==> src/rtl/pipe_ctrl_pkg.sv <==
// Shared definitions for the front-end pipeline control logic.
package pipe_ctrl_pkg;

    // Fetch sequencer states; the encoding is visible to debug tooling.
    typedef enum logic [1:0] {
        ST_BOOT     = 2'd0,
        ST_RUN      = 2'd1,
        ST_MEM_WAIT = 2'd2,
        ST_HALT     = 2'd3
    } fetch_state_e;

    // PC source select values.
    localparam logic PC_PLUS4  = 1'b0;
    localparam logic PC_BRANCH = 1'b1;

    // addi x0, x0, 0 -- loaded by the datapath when a stage is flushed.
    localparam logic [31:0] NOP_INSTR = 32'h0000_0013;

endpackage

==> src/rtl/sat_counter.sv <==
// Saturating up-counter with synchronous clear and async active-low reset.
module sat_counter #(
    parameter int unsigned W = 16
) (
    input  logic         clk_i,
    input  logic         rst_ni,
    input  logic         clr_i,
    input  logic         inc_i,
    output logic [W-1:0] count_o
);

    logic [W-1:0] count_q;
    logic [W-1:0] count_d;

    // Next count: clear wins, otherwise increment until all ones.
    always_comb begin
        count_d = count_q;
        if (clr_i) begin
            count_d = '0;
        end else if (inc_i && (count_q != '1)) begin
            count_d = count_q + W'(1);
        end
    end

    // Counter register.
    always_ff @(posedge clk_i or negedge rst_ni) begin
        if (!rst_ni) begin
            count_q <= '0;
        end else begin
            count_q <= count_d;
        end
    end

    assign count_o = count_q;

endmodule

==> src/rtl/fetch_ctrl.sv <==
// Front-end sequencing controller: arbitrates redirects, load-use stalls,
// instruction-memory wait states and halt requests for the IF stage.
module fetch_ctrl
    import pipe_ctrl_pkg::*;
#(
    parameter int unsigned RESET_HOLD = 2,
    parameter int unsigned CNT_W      = 16
) (
    input  logic             clk_i,
    input  logic             rst_ni,
    input  logic             imem_ready_i,
    input  logic             load_use_hazard_i,
    input  logic             branch_taken_i,
    input  logic             halt_req_i,
    output logic             pc_write_o,
    output logic             if_id_write_o,
    output logic             if_id_flush_o,
    output logic             id_ex_bubble_o,
    output logic             pc_src_o,
    output logic             imem_req_o,
    output logic             halted_o,
    output logic [CNT_W-1:0] stall_count_o,
    output logic [CNT_W-1:0] flush_count_o
);

    localparam int unsigned HOLD_W = (RESET_HOLD > 1) ? $clog2(RESET_HOLD) : 1;
    localparam logic [HOLD_W-1:0] HOLD_LAST = HOLD_W'(RESET_HOLD - 1);

    fetch_state_e      state_q, state_d;
    logic [HOLD_W-1:0] hold_q, hold_d;
    logic              stall_inc;
    logic              flush_inc;

    // State and boot-hold registers.
    always_ff @(posedge clk_i or negedge rst_ni) begin
        if (!rst_ni) begin
            state_q <= ST_BOOT;
            hold_q  <= '0;
        end else begin
            state_q <= state_d;
            hold_q  <= hold_d;
        end
    end

    // Next-state decode following the fixed redirect > halt > hazard > memory priority.
    always_comb begin
        state_d = state_q;
        hold_d  = hold_q;
        case (state_q)
            ST_BOOT: begin
                if (hold_q == HOLD_LAST) begin
                    state_d = ST_RUN;
                end else begin
                    hold_d = hold_q + HOLD_W'(1);
                end
            end
            ST_RUN, ST_MEM_WAIT: begin
                if (branch_taken_i) begin
                    state_d = ST_RUN;
                end else if (halt_req_i && (state_q == ST_RUN)) begin
                    state_d = ST_HALT;
                end else if (load_use_hazard_i) begin
                    state_d = state_q;
                end else if (!imem_ready_i) begin
                    state_d = ST_MEM_WAIT;
                end else begin
                    state_d = ST_RUN;
                end
            end
            ST_HALT: begin
                state_d = ST_HALT;
            end
            default: begin
                state_d = ST_BOOT;
            end
        endcase
    end

    // Control output decode, zero latency from the hazard/redirect inputs.
    always_comb begin
        pc_write_o     = 1'b0;
        if_id_write_o  = 1'b0;
        if_id_flush_o  = 1'b0;
        id_ex_bubble_o = 1'b0;
        pc_src_o       = PC_PLUS4;
        imem_req_o     = 1'b0;
        halted_o       = 1'b0;
        stall_inc      = 1'b0;
        flush_inc      = 1'b0;
        case (state_q)
            ST_BOOT: begin
                if_id_flush_o  = 1'b1;
                id_ex_bubble_o = 1'b1;
            end
            ST_RUN, ST_MEM_WAIT: begin
                imem_req_o = 1'b1;
                if (branch_taken_i) begin
                    pc_write_o     = 1'b1;
                    pc_src_o       = PC_BRANCH;
                    if_id_flush_o  = 1'b1;
                    id_ex_bubble_o = 1'b1;
                    flush_inc      = 1'b1;
                end else if (halt_req_i && (state_q == ST_RUN)) begin
                    imem_req_o     = 1'b0;
                    id_ex_bubble_o = 1'b1;
                end else if (load_use_hazard_i || !imem_ready_i) begin
                    id_ex_bubble_o = 1'b1;
                    stall_inc      = 1'b1;
                end else begin
                    pc_write_o    = 1'b1;
                    if_id_write_o = 1'b1;
                end
            end
            ST_HALT: begin
                halted_o = 1'b1;
            end
            default: begin
                if_id_flush_o  = 1'b1;
                id_ex_bubble_o = 1'b1;
            end
        endcase
    end

    sat_counter #(
        .W(CNT_W)
    ) u_stall_cnt (
        .clk_i   (clk_i),
        .rst_ni  (rst_ni),
        .clr_i   (1'b0),
        .inc_i   (stall_inc),
        .count_o (stall_count_o)
    );

    sat_counter #(
        .W(CNT_W)
    ) u_flush_cnt (
        .clk_i   (clk_i),
        .rst_ni  (rst_ni),
        .clr_i   (1'b0),
        .inc_i   (flush_inc),
        .count_o (flush_count_o)
    );

endmodule

==> config.mk <==
export PLATFORM = sky130hd
export DESIGN_NAME = fetch_ctrl
export DESIGN_NICKNAME = d
export VERILOG_FILES = /design/src/rtl/pipe_ctrl_pkg.sv /design/src/rtl/sat_counter.sv /design/src/rtl/fetch_ctrl.sv
export SDC_FILE = /design/constraint.sdc
export NUM_CORES = 1
export LEC_CHECK = 0
export BUFFER_PORTS_ARGS = -buffer_cell sky130_fd_sc_hd__buf_2
export CORE_ASPECT_RATIO = 0.7
export CORE_UTILIZATION = 45
export DETAILED_ROUTE_END_ITERATION = 12
export GPL_TIMING_DRIVEN = 0
export MAX_ROUTING_LAYER = met4
export PLACE_DENSITY_LB_ADDON = 0.08
export SLEW_MARGIN = 20
export SYNTH_ARGS = -nofsm -noshare
export SYNTH_HDL_FRONTEND = slang
export SYNTH_SLANG_ARGS = --single-unit
==> constraint.sdc <==
create_clock -name clk_i -period 1.89 [get_ports clk_i]
set_input_delay 0.189 -clock clk_i [delete_from_list [all_inputs] [get_ports clk_i]]
set_output_delay 0.189 -clock clk_i [all_outputs]
set_load 0.01 [all_outputs]
==> summary.md, run 1 <==
| Metric | Value |
|---|---|
| Status | `finished with violations` |
| Violated checks | `hold timing` |
| Initial Util | `0.4833` |
| Class of the worst hold path | `input port to async pin` |
| Data required time of the critical path | `2.06 ns` |
| Synth cell count leaders | `35 x sky130_fd_sc_hd__dfrtp_1, 16 x sky130_fd_sc_hd__nand2_1, 11 x sky130_fd_sc_hd__nand4_1, 11 x sky130_fd_sc_hd__nor2_1, 11 x sky130_fd_sc_hd__xnor2_1` |
| Wire length of the first global-routing pass | `7.334 mm` |
| Final-report setup violation count | `0` |
| Max Slew Vio Count | `0` |
| Net count of the mapped netlist | `196` |
| Hold Slack | `-0.02058 ns` |
| Count of synthesis-stage warnings from yosys | `0` |
| Total leakage power | `1.227 nW` |
| Endpoints failing hold | `35` |
| Nets@finish | `257` |
| TritonCTS clock tree | `yes` |
| Primary FF master, synth | `sky130_fd_sc_hd__dfrtp_1` |
| Post-Synthesis Cells | `approximately 180` |
| Master cell of the clock root buffer | `sky130_fd_sc_hd__clkbuf_8` |
| Count of boundary I/O pins | `45` |
| Post-route DRC violation count | `0` |
| Worst VDD drop | `0.9745 mV` |
| Crit path kind | `flip-flop to flip-flop` |
| Chip height | `56.96 um` |
| Sequential-to-total area share from yosys stat | `0.4510` |
| Antenna violations before repair | `0` |
| Most common cell in the synthesized netlist | `sky130_fd_sc_hd__dfrtp_1` |
| Overall track demand over capacity in global routing | `0.2194` |
| Number of nets with antenna violations after detailed routing | `0` |
| Count of buffers from port buffering | `44` |
| Worst clock skew | `around 0.0069 ns` |
| Slew headroom | `0.4778` |
| Tcrit/Tclk final | `0.9863` |
| Floorplan Core Area | `4018 um2` |
| Vias in the first global route | `1489` |
| First-pass DRT Iterations | `4` |
| Clock latency on the worst-skew pair | `0.28 ns` |
| Standard-cell rows | `19` |
| Cell area after synthesis | `1942 um2` |
| Total via count in the routed design | `1663` |
| Die Footprint | `4586 um2` |
| Wire length per cell | `14.97 um` |
| Power per standard cell area | `1251 nW/um2` |
| Fmax | `536.4 MHz` |
| Number of antenna repair diodes | `0` |
| Share of the synthesized area in the top cell type | `0.4510` |
| Library cell with the largest summed area after synthesis | `sky130_fd_sc_hd__dfrtp_1` |
| Max Cap Viol | `0` |
| Arrival time at the worst endpoint | `2.04 ns` |
| Shortest period the worst path allows | `about 1.9 ns` |
| Share of final-layout standard cells stronger than drive strength 1 | `0.3862` |
| Number of buffers inserted during clock tree synthesis | `5` |
| CTS clk-pin slew, worst paths | `0.08 ns` |
| Final cell count without fillers | `298` |
| Routability congestion estimate from global placement | `between 0.7 and 0.8` |
| RSZ-0062 raised after global routing | `yes` |
| CP max FO | `6` |
| Longest Clk Path Bufs | `2` |
| Yosys reg bits | `35` |
| Maximum number of pins on one net before global-route repair | `36` |
| Placed instance count | `280` |
| Post-detailed-route via-to-cell ratio | `5.581` |
| Overall routed net length | `between 4 and 5 mm` |
| Unique masters post-synth | `48` |
| Startpoint Class | `flip-flop` |
| Total power draw | `roughly 3.2 mW` |
| Horizontal die dimension | `80.52 um` |
| Actual slew at the worst max-slew pin | `a little under 0.8 ns` |
| H-tree levels | `2` |
| Final core utilization | `0.6288` |
| Total grt overflow | `0` |
| Number of synthesized flops with an enable pin | `0` |
| DRT iter0 DRCs | `between 70 and 80` |
| Sink count of the clock tree | `35` |
| CP endpoint kind | `flip-flop` |
| Cell types with the largest area share after synthesis | `sky130_fd_sc_hd__dfrtp_1 45%, sky130_fd_sc_hd__xnor2_1 5.0%, sky130_fd_sc_hd__xor2_1 4.5%` |
| Synthesized area per cell | `10.55 um2` |
| Async set-or-reset flop fraction in the synthesized netlist | `1.000` |
| Synthesis-to-finish area growth | `30.09%` |
| Detailed placer's ending HPWL | `roughly 3.2 mm` |
critical path, stage by stage (launching register included):
cell,delay [ns]
sky130_fd_sc_hd__dfrtp_1,0.45
sky130_fd_sc_hd__ha_2,0.30
sky130_fd_sc_hd__a21boi_0,0.20
sky130_fd_sc_hd__nand4_1,0.23
sky130_fd_sc_hd__nor3_2,0.22
sky130_fd_sc_hd__mux2_2,0.36
flip-flops by register name, summed over array words and instances, names as in the netlist:
name / count
u_flush_cnt.count_o: 16
hold_q: 1
state_q: 2
u_stall_cnt.count_o: 16
cell usage in the layout, fill, tap and decap left out, drive strengths merged, types with 2 or more instances in the layout:
cell,netlist,final
dfrtp,35,35
o21a,4,4
inv,5,5
bufinv,0,2
clkbuf,1,7
nor3,6,6
ha,6,6
xor2,10,10
nor2,11,11
nand4,13,13
nor4,3,3
nand2,16,16
mux2,6,6
and3,6,6
buf,2,56
nand2b,2,2
nand3,7,7
nor3b,2,2
and2,3,3
a211oi,4,4
a21oi,4,4
and4,2,2
or2,2,2
a31oi,3,3
xnor2,12,12
through the flow:
step	TNS (ns)	hold slack, ns	worst slack [ns]	area (um2)
floorplan	-0.01030	-0.1066	-0.01030	1954
global placement	-0.2546	0.3012	-0.09076	2240
detailed placement	-0.7198	0.3176	-0.1678	2240
CTS	0	0.002125	0.009903	2427
global route	-0.1374	0.03312	-0.04350	2526
finish	0	-0.02058	0.02586	2526
area by class of cell:
class / instances / area [um2]
fill: 340 / 1491
multi-input combinational: 141 / 1116
sequential: 35 / 875.8
timing repair buffer: 55 / 302.8
clock buffer: 6 / 72.57
tap: 52 / 65.06
clock inverter: 2 / 60.06
inverter: 5 / 18.77
buffer: 2 / 15.01
kinds of logic (layout without fill, tap and decap cells):
logic type      after synthesis  after routing  share of synthesized area
simple gates                 80             80                     0.2403
flops                        35             35                     0.4510
compound gates               26             26                     0.1070
xor+xnor                     22             22                     0.1031
buf+inv                       8             70                    0.01997
mux                           7              7                    0.03995
fa+ha+maj                     6              6                    0.03866
per-layer routing:
metal  GRT usage  share of wire  vias up
li1            -              -      798
met1      0.3244           0.50      816
met2      0.2954           0.45       43
met3     0.04800          0.047        6
met4     0.07398         0.0076        0
met5           -              0        -
timing repair:
action,CTS,global route
hold buffers,0,0
pin swaps,3,7
endpoints found under the setup margin,9,16
setup buffers,7,4
resized for setup,5,16
power by group:
group	switching [mW]	leakage, nW	internal [mW]
logic	0.634	0.702	0.640
clock network	0.275	0.0654	0.528
registers	0.197	0.459	0.887
worst paths after layout:
kind                                               startpoint                                   to  slack [ns]  cells after the start
setup / recovery           u_stall_cnt.count_o[0]$_DFFE_PN0P_  u_stall_cnt.count_o[14]$_DFFE_PN0P_        0.03                      5
hold / removal                                         rst_ni  u_flush_cnt.count_o[12]$_DFFE_PN0P_       -0.02                      1
setup reg to reg           u_stall_cnt.count_o[0]$_DFFE_PN0P_  u_stall_cnt.count_o[14]$_DFFE_PN0P_        0.03                      5
hold reg to reg                            hold_q$_DFFE_PN0N_                   hold_q$_DFFE_PN0N_        0.49                      1
max in group asynchronous                              rst_ni   u_flush_cnt.count_o[3]$_DFFE_PN0P_        1.41                      1
min in group clk_i                               imem_ready_i               state_q[0]$_DFFE_PN0P_        0.34                      5
Note: power is estimated with default switching activity, not from simulation.
==> run 2, diff against run 1 <==
Settings changed: ABC_AREA set to 1.
==> run 2 against run 1 <==
  * The run still ends with hold timing left
  * Area after synthesis up 20%
  * Count of clock-buffer cells in the layout unchanged
  * Critical endpoint is now id_ex_bubble_o
  * Highest routed layer unchanged
  * Die area up 20%
  * Largest cell class unchanged
  * First-iteration DRC count up 48%
  * Critical path type is now flip-flop to output pin
  * Hold slack worse by 0.0065 ns
  * Flip-flop and latch count unchanged
  * Largest power group unchanged
  * Synthesized cell count up 80%
  * Cell count up 52%
==> summary.md, run 2 <==
| Metric | Value |
|---|---|
| Wire length per cell | `12.30 um (-18%)` |
| Slew headroom | `0.4723 (-0.005525)` |
| Max Cap Viol | `0 (unchanged)` |
| Fmax | `564.8 MHz (+5.3%)` |
| Post-detailed-route via-to-cell ratio | `4.837 (-13%)` |
| Antenna violations before repair | `0 (unchanged)` |
| TritonCTS clock tree | `yes` |
| Actual slew at the worst max-slew pin | `0.7916 ns (+0.008288 ns)` |
| Number of buffers inserted during clock tree synthesis | `5 (unchanged)` |
| Chip height | `62.33 um (+9.4%)` |
| H-tree levels | `2 (unchanged)` |
| Synth cell count leaders | `125 x sky130_fd_sc_hd__nand2_1, 42 x sky130_fd_sc_hd__inv_1, 35 x sky130_fd_sc_hd__dfrtp_1` |
| Post-Synthesis Cells | `331 (+80%)` |
| Arrival time at the worst endpoint | `1.58 ns (-0.46 ns)` |
| Cell types with the largest area share after synthesis | `sky130_fd_sc_hd__dfrtp_1 37%, sky130_fd_sc_hd__nand2_1 20%, sky130_fd_sc_hd__inv_1 6.7%` |
| Total via count in the routed design | `2191 (+32%)` |
| Shortest period the worst path allows | `1.771 ns (-0.09353 ns)` |
| Class of the worst hold path | `input port to async pin` |
| Total grt overflow | `0 (unchanged)` |
| Count of filler cells inserted in the layout | `495 (+46%)` |
| Accumulated negative setup slack | `0 ns (unchanged)` |
| Wire length of the first global-routing pass | `9.384 mm (+28%)` |
| Overall track demand over capacity in global routing | `0.2288 (+0.009453)` |
| Standard-cell rows | `21 (+2)` |
| Max Slew Vio Count | `0 (unchanged)` |
| Total leakage power | `1.395 nW (+14%)` |
| Most common cell after layout, fill and taps aside | `sky130_fd_sc_hd__nand2_1` |
| Total buffers and inverters traversed by the critical path | `2 (+2)` |
| Power per standard cell area | `1144 nW/um2 (-8.6%)` |
| Status | `finished with violations` |
| Routability congestion estimate from global placement | `0.8329 (+7.3%)` |
| Cell with the largest stage delay on the worst path | `sky130_fd_sc_hd__dfrtp_1` |
| Count of boundary I/O pins | `45 (unchanged)` |
| Final-report setup violation count | `0 (unchanged)` |
| Overall routed net length | `5.572 mm (+25%)` |
| Cell Area, Placed | `2646 um2 (+18%)` |
| Net count of the mapped netlist | `343 (+75%)` |
| Number of antenna repair diodes | `0 (unchanged)` |
| Async set-or-reset flop fraction in the synthesized netlist | `1.000 (unchanged)` |
| Yosys reg bits | `35 (unchanged)` |
| Synthesized area per cell | `7.069 um2 (-33%)` |
| Synthesis-to-finish area growth | `19.20%` |
| DRT iter0 DRCs | `114 (+48%)` |
| Worst clock skew | `0.009987 ns (+0.003098 ns)` |
| Number of nets with antenna violations after detailed routing | `0 (unchanged)` |
| Worst reg2reg path startpoint | `u_flush_cnt.count_o[0]$_DFFE_PN0P_` |
| Count of synthesis-stage warnings from yosys | `0 (unchanged)` |
| Initial Util | `0.4788 (-0.004588)` |
| Post-route DRC violation count | `0 (unchanged)` |
| Top library cells by usage in the layout, fill and taps aside | `123 x sky130_fd_sc_hd__nand2_1, 44 x sky130_fd_sc_hd__buf_2, 42 x sky130_fd_sc_hd__inv_1` |
| Crit path kind | `flip-flop to output pin` |
| Unique masters post-synth | `24 (-50%)` |
| Nets@finish | `395 (+54%)` |
| Hold Slack | `-0.02713 ns (-0.006545 ns)` |
| Sink count of the clock tree | `35 (unchanged)` |
| Cell area after synthesis | `2340 um2 (+20%)` |
| Violated checks | `hold timing` |
| Clock latency on the worst-skew pair | `0.29 ns (about the same)` |
| Post-cts hold buffer count | `0 (unchanged)` |
| Number of synthesized flops with an enable pin | `0 (unchanged)` |
| Ordered list of cells on the worst path | `inv_1 > ha_4 > nand2_2 > a21oi_1 > a31o_2 > buf_2` |
| Endpoints failing hold | `35 (unchanged)` |
| Share of the synthesized area in the top cell type | `0.3743 (-0.07670)` |
| CP max FO | `5 (-1)` |
| Post-route cell area | `2789 um2 (+10%)` |
| Master cell of the clock root buffer | `sky130_fd_sc_hd__clkbuf_8` |
| Data required time of the critical path | `1.70 ns (-0.36 ns)` |
| Vias in the first global route | `2002 (+34%)` |
| Count of buffers from port buffering | `44 (unchanged)` |
| Longest Clk Path Bufs | `2 (unchanged)` |
| CTS clk-pin slew, worst paths | `0.08 ns (about the same)` |
| Share of final-layout standard cells stronger than drive strength 1 | `0.2448 (-0.1414)` |
| Startpoint Class | `flip-flop` |
| Detailed placer's ending HPWL | `4.119 mm (+30%)` |
| First-pass DRT Iterations | `5 (+1)` |
| Die Footprint | `5497 um2 (+20%)` |
| Most common cell in the synthesized netlist | `sky130_fd_sc_hd__nand2_1` |
| Cell type group with the largest total delay on the critical path | `flip-flops` |
| Primary FF master, synth | `sky130_fd_sc_hd__dfrtp_1` |
| CP endpoint kind | `output pin` |
| Startpoint of the worst setup timing path | `state_q[0]$_DFFE_PN0P_` |
| Library cell with the largest summed area after synthesis | `sky130_fd_sc_hd__dfrtp_1` |
| RSZ-0062 raised after global routing | `no` |
| Horizontal die dimension | `88.19 um (+9.5%)` |
| Maximum number of pins on one net before global-route repair | `36 (unchanged)` |
| Tcrit/Tclk final | `0.9368 (-0.04949)` |
| Floorplan Core Area | `4887 um2 (+22%)` |
| Biggest cell delay along the critical path | `0.40 ns (-0.05 ns)` |
| Sequential-to-total area share from yosys stat | `0.3743 (-0.07670)` |
| Worst VDD drop | `0.8346 mV (-14%)` |
## run 2: cell types whose count changed after synthesis, moves of 5 or more
cell and change:
sky130_fd_sc_hd__o21ai_0 +9, sky130_fd_sc_hd__mux2_2 -6, sky130_fd_sc_hd__nor3_1 -6, sky130_fd_sc_hd__nor2_2 +6, sky130_fd_sc_hd__nor2_1 +18, sky130_fd_sc_hd__inv_1 +37
sky130_fd_sc_hd__xor2_1 -7, sky130_fd_sc_hd__xnor2_1 -5, sky130_fd_sc_hd__nand2_2 +5, sky130_fd_sc_hd__nand3_1 +12, sky130_fd_sc_hd__and3_1 -6, sky130_fd_sc_hd__o21ai_2 +12
sky130_fd_sc_hd__nand2_1 +109
## run 2: repair_timing
item | in CTS | in global routing
buffers inserted | 1 | 0
resized for setup | 1 | 3
setup endpoints to repair | 1 | 4
endpoints found under the hold margin | 0 | 0
pin swaps | 1 | 0
## run 2: power by group
group / switching, mW / total [mW] / internal [mW] / leakage [nW]
Combinational: 0.804 / 1.33 / 0.530 / 0.867
Clock: 0.287 / 0.714 / 0.427 / 0.0612
Sequential: 0.232 / 1.14 / 0.911 / 0.467
Total: 1.32 / 3.19 / 1.87 / 1.39
## run 2: layout make-up
| type | count | area, um2 | share of cell area |
|---|---|---|---|
| buffer | 2 | 22.52 | 0.008075 |
| clock buffer | 6 | 82.58 | 0.02961 |
| inverter | 45 | 168.9 | 0.06057 |
| tap | 69 | 86.33 | 0.03096 |
| timing repair buffer | 45 | 227.7 | 0.08165 |
| clock inverter | 2 | 35.03 | 0.01256 |
| sequential | 35 | 875.8 | 0.3140 |
| multi-input combinational | 249 | 1290 | 0.4625 |
## run 2: kinds of logic after synthesis
group | synth area share
and+or+nand+nor | 0.4011
adders and majority gates | 0.03208
DFF | 0.3743
buffers and inverters | 0.08182
xor gates and xnor gates | 0.03369
AOI/OAI and AO/OA | 0.07701
## run 2: per-layer routing
| metal | GRT usage | routed length, um | up-vias |
|---|---|---|---|
| met5 | - | 0 | - |
| met1 | 0.3431 | 3004 | 983 |
| met2 | 0.3010 | 2209 | 67 |
| li1 | - | - | 1137 |
| met3 | 0.04388 | 311 | 4 |
| met4 | 0.08266 | 46 | 0 |
## run 2: stage by stage
step,instances,power [mW],setup slack [ns],util
CTS,453,3.178,0.05073,0.5676
global route,453,3.451,0.01657,0.5707
detailed placement,444,2.426,0.1809,0.5415
finish,453,3.191,0.1194,0.5707
global placement,444,2.403,0.2006,0.5415
floorplan,331,1.988,0.3351,-
## run 2: path summary, 6_finish.rpt
path	end	slack, ns	cells past startpoint
hold reg to reg	hold_q$_DFFE_PN0N_	0.49	1
hold / removal	u_stall_cnt.count_o[13]$_DFFE_PN0P_	-0.03	1
setup / recovery	id_ex_bubble_o	0.12	6
min in group clk_i	state_q[1]$_DFFE_PN0P_	0.32	4
max in group asynchronous	u_stall_cnt.count_o[0]$_DFFE_PN0P_	1.41	1
setup reg to reg	u_flush_cnt.count_o[13]$_DFFE_PN0P_	0.19	9
